==> config.mk <==
export PLATFORM = sky130hd
export DESIGN_NAME = imm_gen_pipe
export DESIGN_NICKNAME = d
export VERILOG_FILES = /design/src/rtl/imm_gen_pipe.sv
export SDC_FILE = /design/constraint.sdc
export NUM_CORES = 1
export LEC_CHECK = 0
export CAP_MARGIN = 20
export CORE_MARGIN = 5
export CORE_UTILIZATION = 40
export DETAILED_ROUTE_END_ITERATION = 8
export MAX_ROUTING_LAYER = met4
export PLACE_DENSITY = 0.8
export SLEW_MARGIN = 0
export SYNTH_ARGS = -nofsm -noshare
export SYNTH_HDL_FRONTEND = slang
export SYNTH_SLANG_ARGS = --single-unit
export TNS_END_PERCENT = 5
==> constraint.sdc <==
create_clock -name clk -period 2 [get_ports clk]
set_clock_uncertainty 0.1 [all_clocks]
set_input_delay 0.4 -clock clk [delete_from_list [all_inputs] [get_ports clk]]
set_output_delay 0.4 -clock clk [all_outputs]
set_load 0.02 [all_outputs]
==> src/rtl/imm_gen_pipe.sv <==
// Pipelined RISC-V immediate generator: decode in front of STAGES elastic slots.
// Define IMM_GEN_PIPE_STATS_EN to add the saturating illegal_cnt output.
module imm_gen_pipe #(
    parameter int XLEN   = 32,
    parameter int STAGES = 1,
    parameter int TAG_W  = 5
) (
    input  logic             clk,
    input  logic             reset,
    input  logic             flush,
    input  logic             in_valid,
    output logic             in_ready,
    input  logic [31:0]      in_instr,
    input  logic [2:0]       in_sel,
    input  logic [TAG_W-1:0] in_tag,
    output logic             out_valid,
    input  logic             out_ready,
    output logic [XLEN-1:0]  out_imm,
    output logic             out_illegal,
    output logic [TAG_W-1:0] out_tag
`ifdef IMM_GEN_PIPE_STATS_EN
    ,
    output logic [15:0]      illegal_cnt
`endif
);

    if ((XLEN != 32 && XLEN != 64) || STAGES < 1 || STAGES > 4) begin : g_param_err
        $error("imm_gen_pipe: XLEN must be 32/64 and STAGES 1..4");
    end

    logic [31:0]     w_imm32;
    logic            w_sext;
    logic            w_ill;
    logic [XLEN-1:0] w_imm;
    logic            w_unused;

    assign w_unused = ^in_instr[6:0];

    always_comb begin
        w_imm32 = '0;
        w_sext  = 1'b1;
        w_ill   = 1'b0;
        unique case (in_sel)
            3'b000: w_imm32 = {{20{in_instr[31]}}, in_instr[31:20]};
            3'b001: w_imm32 = {{20{in_instr[31]}}, in_instr[31:25],
                               in_instr[11:7]};
            3'b010: w_imm32 = {{19{in_instr[31]}}, in_instr[31], in_instr[7],
                               in_instr[30:25], in_instr[11:8], 1'b0};
            3'b011: w_imm32 = {in_instr[31:12], 12'b0};
            3'b100: w_imm32 = {{11{in_instr[31]}}, in_instr[31],
                               in_instr[19:12], in_instr[20],
                               in_instr[30:21], 1'b0};
            3'b101: begin
                w_imm32 = {27'b0, in_instr[19:15]};
                w_sext  = 1'b0;
            end
            3'b110: begin
                w_sext = 1'b0;
                if (XLEN == 64) w_imm32 = {26'b0, in_instr[25:20]};
                else            w_imm32 = {27'b0, in_instr[24:20]};
            end
            3'b111: w_ill = 1'b1;
        endcase
    end

    assign w_imm = w_sext ? XLEN'($signed(w_imm32)) : XLEN'(w_imm32);

    logic [STAGES-1:0] r_vld;
    logic [XLEN-1:0]   r_imm [STAGES];
    logic [STAGES-1:0] r_ill;
    logic [TAG_W-1:0]  r_tag [STAGES];

    logic [STAGES-1:0] w_free;
    logic              w_acc;
    logic [STAGES-1:0] w_src_vld;
    logic [XLEN-1:0]   w_src_imm [STAGES];
    logic [STAGES-1:0] w_src_ill;
    logic [TAG_W-1:0]  w_src_tag [STAGES];

    // A slot can take new data if it or any slot downstream has a hole,
    // or the consumer drains the tail this cycle.
    always_comb begin
        w_acc  = out_ready;
        w_free = '0;
        for (int k = STAGES - 1; k >= 0; k--) begin
            w_acc     = w_acc || !r_vld[k];
            w_free[k] = w_acc;
        end
    end

    always_comb begin
        w_src_vld    = '0;
        w_src_ill    = '0;
        w_src_vld[0] = in_valid;
        w_src_imm[0] = w_imm;
        w_src_ill[0] = w_ill;
        w_src_tag[0] = in_tag;
        for (int k = 1; k < STAGES; k++) begin
            w_src_vld[k] = r_vld[k-1];
            w_src_imm[k] = r_imm[k-1];
            w_src_ill[k] = r_ill[k-1];
            w_src_tag[k] = r_tag[k-1];
        end
    end

    always_ff @(posedge clk or posedge reset) begin
        if (reset) begin
            r_vld <= '0;
            r_ill <= '0;
            for (int k = 0; k < STAGES; k++) begin
                r_imm[k] <= '0;
                r_tag[k] <= '0;
            end
        end else begin
            for (int k = 0; k < STAGES; k++) begin
                if (flush)          r_vld[k] <= 1'b0;
                else if (w_free[k]) r_vld[k] <= w_src_vld[k];
                if (w_free[k] && w_src_vld[k]) begin
                    r_imm[k] <= w_src_imm[k];
                    r_ill[k] <= w_src_ill[k];
                    r_tag[k] <= w_src_tag[k];
                end
            end
        end
    end

    assign in_ready    = w_free[0];
    assign out_valid   = r_vld[STAGES-1];
    assign out_imm     = r_imm[STAGES-1];
    assign out_illegal = r_ill[STAGES-1];
    assign out_tag     = r_tag[STAGES-1];

`ifdef IMM_GEN_PIPE_STATS_EN
    logic [15:0] r_cnt;

    // Counted at accept, so entries later flushed are still included.
    always_ff @(posedge clk or posedge reset) begin
        if (reset) begin
            r_cnt <= '0;
        end else if (in_valid && in_ready && in_sel == 3'b111
                     && r_cnt != 16'hFFFF) begin
            r_cnt <= r_cnt + 16'd1;
        end
    end

    assign illegal_cnt = r_cnt;
`endif

endmodule

== After elaboration in Yosys (flattened, before gate mapping) ==
Cells that the tools add are included.

* Register bits: 39
* Bits of input ports: 45
* Output and inout bits: 40
* Logic and storage cells: 20

* Eq/ne operators: 7
* Mux-type cells: 4
* Reductions and logical operators: 5

{| class="wikitable"
|+ Operators by type and width
! operator !! count
|-
| 32-bit case mux with 7 select lines || 1
|-
| 3-bit == test, second input constant || 4
|-
| 3-bit by 2-bit == test with 1-bit output, second input constant || 2
|-
| 3-bit by 1-bit == test with 1-bit output, second input constant || 1
|-
| 3-bit logical NOT || 1
|-
| 1-bit two-way mux || 3
|-
| 2-bit nonzero test || 1
|-
| 1-bit logical AND || 1
|-
| 1-bit logical NOT || 1
|-
| 1-bit logical OR || 1
|}

== Depth between registers and ports, before layout ==
Gate-level depths: netlist of run 1.

* Depth after elaboration: 4
* Gate-level depth with buffers: 6
* Mapped depth without buffers: 4

== Least setup slack after synthesis of run 1 ==
Ideal clock, no wire load.

* Path kind: register to register
* Start point: register r_vld, in the netlist out_valid
* End point: register r_imm, in the netlist out_imm[12]
* Setup time: 0.126 ns
* Data arrival time: 1.452 ns
* Setup slack: 0.322 ns
* Cell stages (with the launch flop): 7
* Buffers on the path: 2
* Cell sequence: dfrtp_1 -> nand2b_4 -> and2_1 -> buf_2 -> and3_1 -> buf_6 -> a221o_1

* Word-level cells in the longest chain between the ends: 3

{| class="wikitable"
|+ RTL lines
! what !! line !! RTL
|-
| start: declaration || 68 || <nowiki>logic [STAGES-1:0] r_vld;</nowiki>
|-
| start signal: indexed assignment || 117 || <nowiki>else if (w_free[k]) r_vld[k] <= w_src_vld[k];</nowiki>
|-
| 1-bit logical NOT || 86 || <nowiki>w_acc = w_acc || !r_vld[k];</nowiki>
|-
| 1-bit logical OR || 86 ||
|-
| named net in_ready || 12 || <nowiki>output logic in_ready,</nowiki>
|-
| 1-bit logical AND || 118 || <nowiki>if (w_free[k] && w_src_vld[k]) begin</nowiki>
|-
| end signal: indexed assignment || 119 || <nowiki>r_imm[k] <= w_src_imm[k];</nowiki>
|-
| end: declaration || 69 || <nowiki>logic [XLEN-1:0] r_imm [STAGES];</nowiki>
|}

The timed path passes the listed nets, and every way through them passes these cells.
A chain may end at the register's enable or synchronous reset.

== Worst setup path after layout of run 1 ==
* Start point: input port in_sel[0]
* End point: register r_imm, in the netlist out_imm[3]

* Word-level cells in the longest chain between the ends: 2

{| class="wikitable"
|+ RTL lines
! what !! line !! RTL
|-
| start: declaration || 14 || <nowiki>input logic [2:0] in_sel,</nowiki>
|-
| 3-bit == test (tied with other cells) || 43 || <nowiki>unique case (in_sel)</nowiki>
|-
| 32-bit case mux with 7 select lines * || 43 ||
|}

Mark *: on every way between the ends. The rest lies on a longest branch, timed or not.

==> results.json, run 1 <==
{
  "outcome": "completed",
  "ctsHoldBuffers": 0,
  "comb_power_share": 0.267,
  "crit_fanout": 6,
  "post-route-drc-count": 0,
  "synthArstFlopShare": 1.000,
  "synth_top_cell_area_share": 0.5774,
  "fmax_mhz": 532.2,
  "die_area_mm2": 0.005626,
  "cts_setup_buffers": 0,
  "clk_pin_slew_ns": 0.08,
  "worstRegToRegCells": 4,
  "ys_seq_area_frac": 0.5774,
  "hold_violations": 0,
  "syn-cell-area_mm2": 0.001690,
  "grt_max_degree": 40,
  "regArea_um2": 975.9,
  "first_global_vias": 1583,
  "required_ns": 2.07,
  "synth.area.top_cells": "dfrtp_1 (58%), a221o_1 (11%), mux2_2 (3.3%)",
  "avgViaCountPerCell": 5.531,
  "placed_area_mm2": 0.002571,
  "synth-seq-cells": 39,
  "numClockSinks": 39,
  "ant_nets": 0,
  "synthCells": 136,
  "routed-via-count": 1521,
  "fin_area_mm2": 0.002706,
  "grtUsageTotal": 0.1851,
  "maxCapViolCount": 0,
  "cts_buffer_depth": 2,
  "tightest_slew_ns": 0.7268,
  "cts_tree": "done",
  "rsz0062_at_grt": "no",
  "antenna_cells": 0,
  "routabilityCongestion": 0.8679,
  "h-tree-depth": 2,
  "yosysWarnings": 0,
  "synth_top_cell_by_area": "dfrtp_1",
  "p_seq_frac": 0.399,
  "die_height_um": 75.01,
  "max_stage_delay_ns": 0.52,
  "min_to": "out_imm[2]",
  "clk_latency_ns": 0.28,
  "nets": 269,
  "multi_input_area_um2": 649.4,
  "gr-total-overflow": 0,
  "root_buffer": "clkbuf_8",
  "synth_common_cells": "dfrtp_1 (39), a221o_1 (19), nand2_1 (12), a22o_1 (6), o21ai_0 (6)",
  "final_core_util": 0.6670,
  "ys.flop_type": "dfrtp_1",
  "r2r-start": "out_valid",
  "syn_area_per_cell_um2": 12.43,
  "fillers": 324,
  "slowest_stage": "clkdlybuf4s50_1",
  "wirelength_um": 4797,
  "peakVddDrop_uv": 574.8,
  "p_int_mw": 1.715,
  "synth_cell_types": 31,
  "post-synth-top-count-cell": "dfrtp_1",
  "tns_ns": 0,
  "io_buffers": 77,
  "cts_inserted_buffers": 5,
  "crit_path_end_kind": "register",
  "setup_violations": 0,
  "hold_start": "out_imm[2]",
  "synth_edf_count": 0,
  "power.density_mw_per_mm2": 869.0,
  "power_frac_clock": 0.333,
  "cp-start-kind": "input pin",
  "drt_pass1_iterations": 4,
  "reg2reg_to": "out_imm[22]",
  "hp-class": "reg -> reg",
  "area_delta_synth_final_pct": 60.10,
  "worst_ep_arrival_time_ns": 1.95,
  "die_w_um": 75.01,
  "power_switching_uw": 636.7,
  "start_util": 0.4166,
  "hold_ws_ns": 0.4031,
  "drv_slew": 0,
  "rrSetupSlack_ns": 0.41,
  "power.leakage_nw": 1.149,
  "path_cells": "clkdlybuf4s50_1 > buf_4 > nor2b_1 > a32o_1 > a221oi_1 > o21ai_1",
  "core-area_mm2": 0.004058,
  "drive_gt1_frac": 0.1422,
  "syn_nets": 181,
  "hpwl_um": 3656,
  "drtIter0Drc": 67,
  "io_pins": 85,
  "antenna_found_initial": 0,
  "fin_crit_sh": 0.9394,
  "critical_path_class": "in -> reg",
  "grt_first_pass_wirelength_um": 7548,
  "min_path_cells": 2,
  "fp-row-count": 23,
  "wl_per_cell_um": 17.44,
  "period_needed_ns": 1.879,
  "p_sw_frac": 0.2707,
  "cts_resized": 1,
  "slew_headroom": 0.5137
}
==> power groups by stage <==
stage	registers (mW)	logic [mW]	clock network (mW)
after floorplan	1.07	0.170	0
after global placement	0.951	0.623	0
after detailed placement	0.953	0.632	0
after CTS	0.939	0.635	0.801
after global routing	0.951	0.667	0.846
final	0.939	0.629	0.784
==> critical path, delay by kind of cell <==
kind | cells | cell delay, ns
buffers and inverters | 2 | 0.72
AO/OA/AOI/OAI | 3 | 0.67
AND/OR/NAND/NOR | 1 | 0.16
==> sequential cells by signal (all words and copies together) (netlist names) <==
| signal | cells |
|---|---|
| out_valid | 1 |
| out_illegal | 1 |
| out_tag | 5 |
| out_imm | 32 |
==> cells by family after synthesis <==
family | synth area share
and+or+nand+nor | 0.09031
AOI/OAI and AO/OA | 0.2494
DFF | 0.5774
xor gates and xnor gates | 0.005182
buffers and inverters | 0.03849
muxes | 0.03923
==> per-stage QoR <==
step / setup WS, ns / power (mW) / std cells
finish: 0.1212 / 2.352 / 275
global route: 0.04991 / 2.464 / 275
CTS: 0.1221 / 2.375 / 275
detailed placement: -0.1664 / 1.585 / 267
global placement: -0.1600 / 1.574 / 267
floorplan: 0.3220 / 1.238 / 136
==> worst max-delay path by stage <==
stage,start,to,slack (ns),cells past startpoint
2_1_floorplan,out_valid,out_imm[12],0.32,6
3_3_place_gp,in_sel[0],out_imm[21],-0.16,4
3_5_place_dp,in_sel[0],out_imm[22],-0.17,4
4_1_cts,in_sel[0],out_imm[3],0.12,6
5_1_grt,in_sel[0],out_imm[29],0.05,4
6_report,in_sel[0],out_imm[3],0.12,6
==> final cells by class <==
class	count	share of cell area
Clock buffer	5	0.02543
Clock inverter	3	0.02497
Inverter	2	0.002774
Multi-Input combinational cell	85	0.2399
Sequential cell	39	0.3606
Tap cell	50	0.02312
Timing Repair Buffer	91	0.3232
==> placed cells by master (no fill, tap or decap), drive strengths merged <==
master,n
a221oi,4
and3,1
o211a,1
nor3b,1
dfrtp,39
nor2b,2
nand2b,2
clkinvlp,1
nor3,1
a22o,6
clkbuf,5
clkdlybuf4s50,76
a221o,19
buf,14
nand2,12
o21ai,9
dlygate4sd2,1
nor2,3
bufinv,2
xnor2,1
nand3b,3
mux2,5
inv,2
a32o,4
o21a,1
nand3,1
a21oi,6
mux2i,1
and2,2
==> routing by layer <==
| layer | vias to the layer above | wire [um] | GRT usage |
|---|---|---|---|
| li1 | 706 | - | - |
| met1 | 754 | 2054 | 0.2207 |
| met2 | 53 | 2362 | 0.2959 |
| met3 | 8 | 315 | 0.06275 |
| met4 | 0 | 65 | 0.05731 |
| met5 | - | 0 | - |
No activity file was read; power rests on OpenSTA's default activity.
==> run 2, diff against run 1 <==
--- a/config.mk
+++ b/config.mk
@@ -11,2 +11,3 @@
 export DETAILED_ROUTE_END_ITERATION = 8
+export GPL_TIMING_DRIVEN = 0
 export MAX_ROUTING_LAYER = met4
==> constraint.sdc (replaced) <==
create_clock -name clk -period 2 [get_ports clk]
set_clock_uncertainty 0.1 [all_clocks]
set_input_delay 0.3 -clock clk [delete_from_list [all_inputs] [get_ports clk]]
set_output_delay 0.3 -clock clk [all_outputs]
set_load 0.02 [all_outputs]
==> run 2 against run 1 <==
  * Sequential power hardly changed
  * Largest cell class unchanged
  * Via count is 4.3% lower
  * Critical path depth is 3 lower
  * Worst setup slack worse by 0.042 ns
  * First-iteration DRC count is 3.0% lower
  * Largest power group unchanged
  * Clock power is 25% lower
  * Clock-buffer cell count is 2 higher
  * Fmax is 2.2% lower
  * Cell area is 2.9% lower
  * Sequential cell count stayed put
  * Critical endpoint is now in_ready
  * Critical path type is now in -> out
==> results.json, run 2 (same netlist as run 1, synthesis figures left out) <==
{
  "grt_first_pass_wirelength_um": 7417,
  "required_ns": 1.60,
  "r2r-start": "out_valid",
  "io_pins": 85,
  "die_area_mm2": 0.005626,
  "slew_headroom": 0.4660,
  "fp-row-count": 23,
  "period_needed_ns": 1.921,
  "hpwl_um": 3595,
  "total_power_mw": 2.138,
  "area_delta_synth_final_pct": 55.44,
  "h-tree-depth": 2,
  "outcome": "completed",
  "clk_latency_ns": 0.29,
  "grt_max_degree": 40,
  "routabilityCongestion": 0.7887,
  "wl_per_cell_um": 17.36,
  "rrSetupSlack_ns": 0.37,
  "routed-via-count": 1456,
  "critPathCapture": "in_ready",
  "drtIter0Drc": 65,
  "cts_setup_buffers": 0,
  "avgViaCountPerCell": 5.373,
  "hp-class": "in -> async",
  "crit_fanout": 5,
  "core-area_mm2": 0.004058,
  "largest_reg_flops": 32,
  "root_buffer": "clkbuf_8",
  "io_buffers": 77,
  "rsz0062_at_grt": "no",
  "drv_slew": 0,
  "hold_violations": 0,
  "numClockSinks": 39,
  "worst_slack_ns": 0.07920,
  "die_w_um": 75.01,
  "drt_pass1_iterations": 4,
  "crit_path_end_kind": "output port",
  "setup_violations": 0,
  "tightest_slew_ns": 0.7999,
  "hold_ws_ns": 0.3771,
  "antenna_cells": 0,
  "critPathLaunch": "out_ready",
  "die_height_um": 75.01,
  "ant_nets": 0,
  "start_util": 0.4166,
  "power.density_mw_per_mm2": 813.6,
  "maxCapViolCount": 0,
  "worstRegToRegCells": 4,
  "cts_buffer_depth": 2,
  "nets": 265,
  "final_common_cell": "clkdlybuf4s50_1",
  "layout.cells.non_filler": 271,
  "post-route-drc-count": 0,
  "cts_inserted_buffers": 5,
  "dp_slack_ns": -0.03179,
  "fmax_mhz": 520.6,
  "clk_pin_slew_ns": 0.08,
  "critical_path_class": "in -> out",
  "fin_crit_sh": 0.9604,
  "worst_ep_arrival_time_ns": 1.52,
  "cts_tree": "done",
  "peakVddDrop_uv": 465.5,
  "dp_cells": 263,
  "gr-total-overflow": 0,
  "power.leakage_nw": 1.102,
  "ctsHoldBuffers": 0,
  "first_global_vias": 1476,
  "cts_resized": 0,
  "drive_gt1_frac": 0.1131,
  "cp-start-kind": "input pin",
  "grtUsageTotal": 0.1849,
  "layout_common_cells": "clkdlybuf4s50_1 (77), dfrtp_1 (39), a221o_1 (19), nand2_1 (12), clkbuf_8 (7)",
  "reg2reg_to": "out_imm[12]",
  "wirelength_um": 4704,
  "antenna_found_initial": 0
}
==> run 2: cell types whose count changed in the layout (fill, tap and decap cells not counted), sizes merged <==
cell	delta
buf	-8
clkbuf	+6
bufinv	-2
clkdlybuf4s50	+1
dlygate4sd2	-1
==> run 2: final cells by class <==
type                    instances  area, um2
repair buffers                 77      770.7
inverters                       2      7.507
flip-flops and latches         39      975.9
well taps                      50      62.56
clock inverters                 1      7.507
multi-input cells              85      649.4
fillers                       311       1430
plain buffers                  10      57.56
clock buffers                   7      96.34
==> run 2: through the flow <==
stage | setup TNS [ns] | area [um2] | utilization
global placement | -2.996 | 2524 | 0.6220
global route | 0 | 2628 | 0.6475
detailed placement | -0.3348 | 2524 | 0.6220
finish | 0 | 2628 | 0.6475
floorplan | 0 | 1690 | -
CTS | 0 | 2628 | 0.6475
==> run 2: power by group <==
group          internal (mW)  total [mW]  leakage [nW]  switching [mW]
clock network          0.314       0.585        0.0505           0.272
registers              0.884       0.938         0.495          0.0547
logic                  0.323       0.614         0.557           0.291
==> run 2: worst min path at each step <==
stage | slack, ns | cells past startpoint | endpoint | start
final | 0.38 | 2 | out_tag[1] | reset
after global placement | 0.37 | 2 | out_imm[4] | out_imm[4]
after CTS | 0.39 | 2 | out_imm[4] | out_imm[4]
after global routing | 0.41 | 2 | out_imm[4] | out_imm[4]
after floorplan | 0.26 | 1 | out_valid | flush
after detailed placement | 0.37 | 2 | out_imm[4] | out_imm[4]
==> run 2: per-layer routing <==
layer / global-route usage / vias up / share of wire
met4: 0.05929 / 0 / 0.0081
met1: 0.2413 / 699 / 0.43
li1: - / 695 / -
met3: 0.06676 / 2 / 0.085
met2: 0.2679 / 60 / 0.48
met5: - / - / 0
==> run 2: worst max-delay path: stages <==
cell and delay, ns:
clkdlybuf4s50_1 0.45, nand2b_4 0.14, clkdlybuf4s50_1 0.63
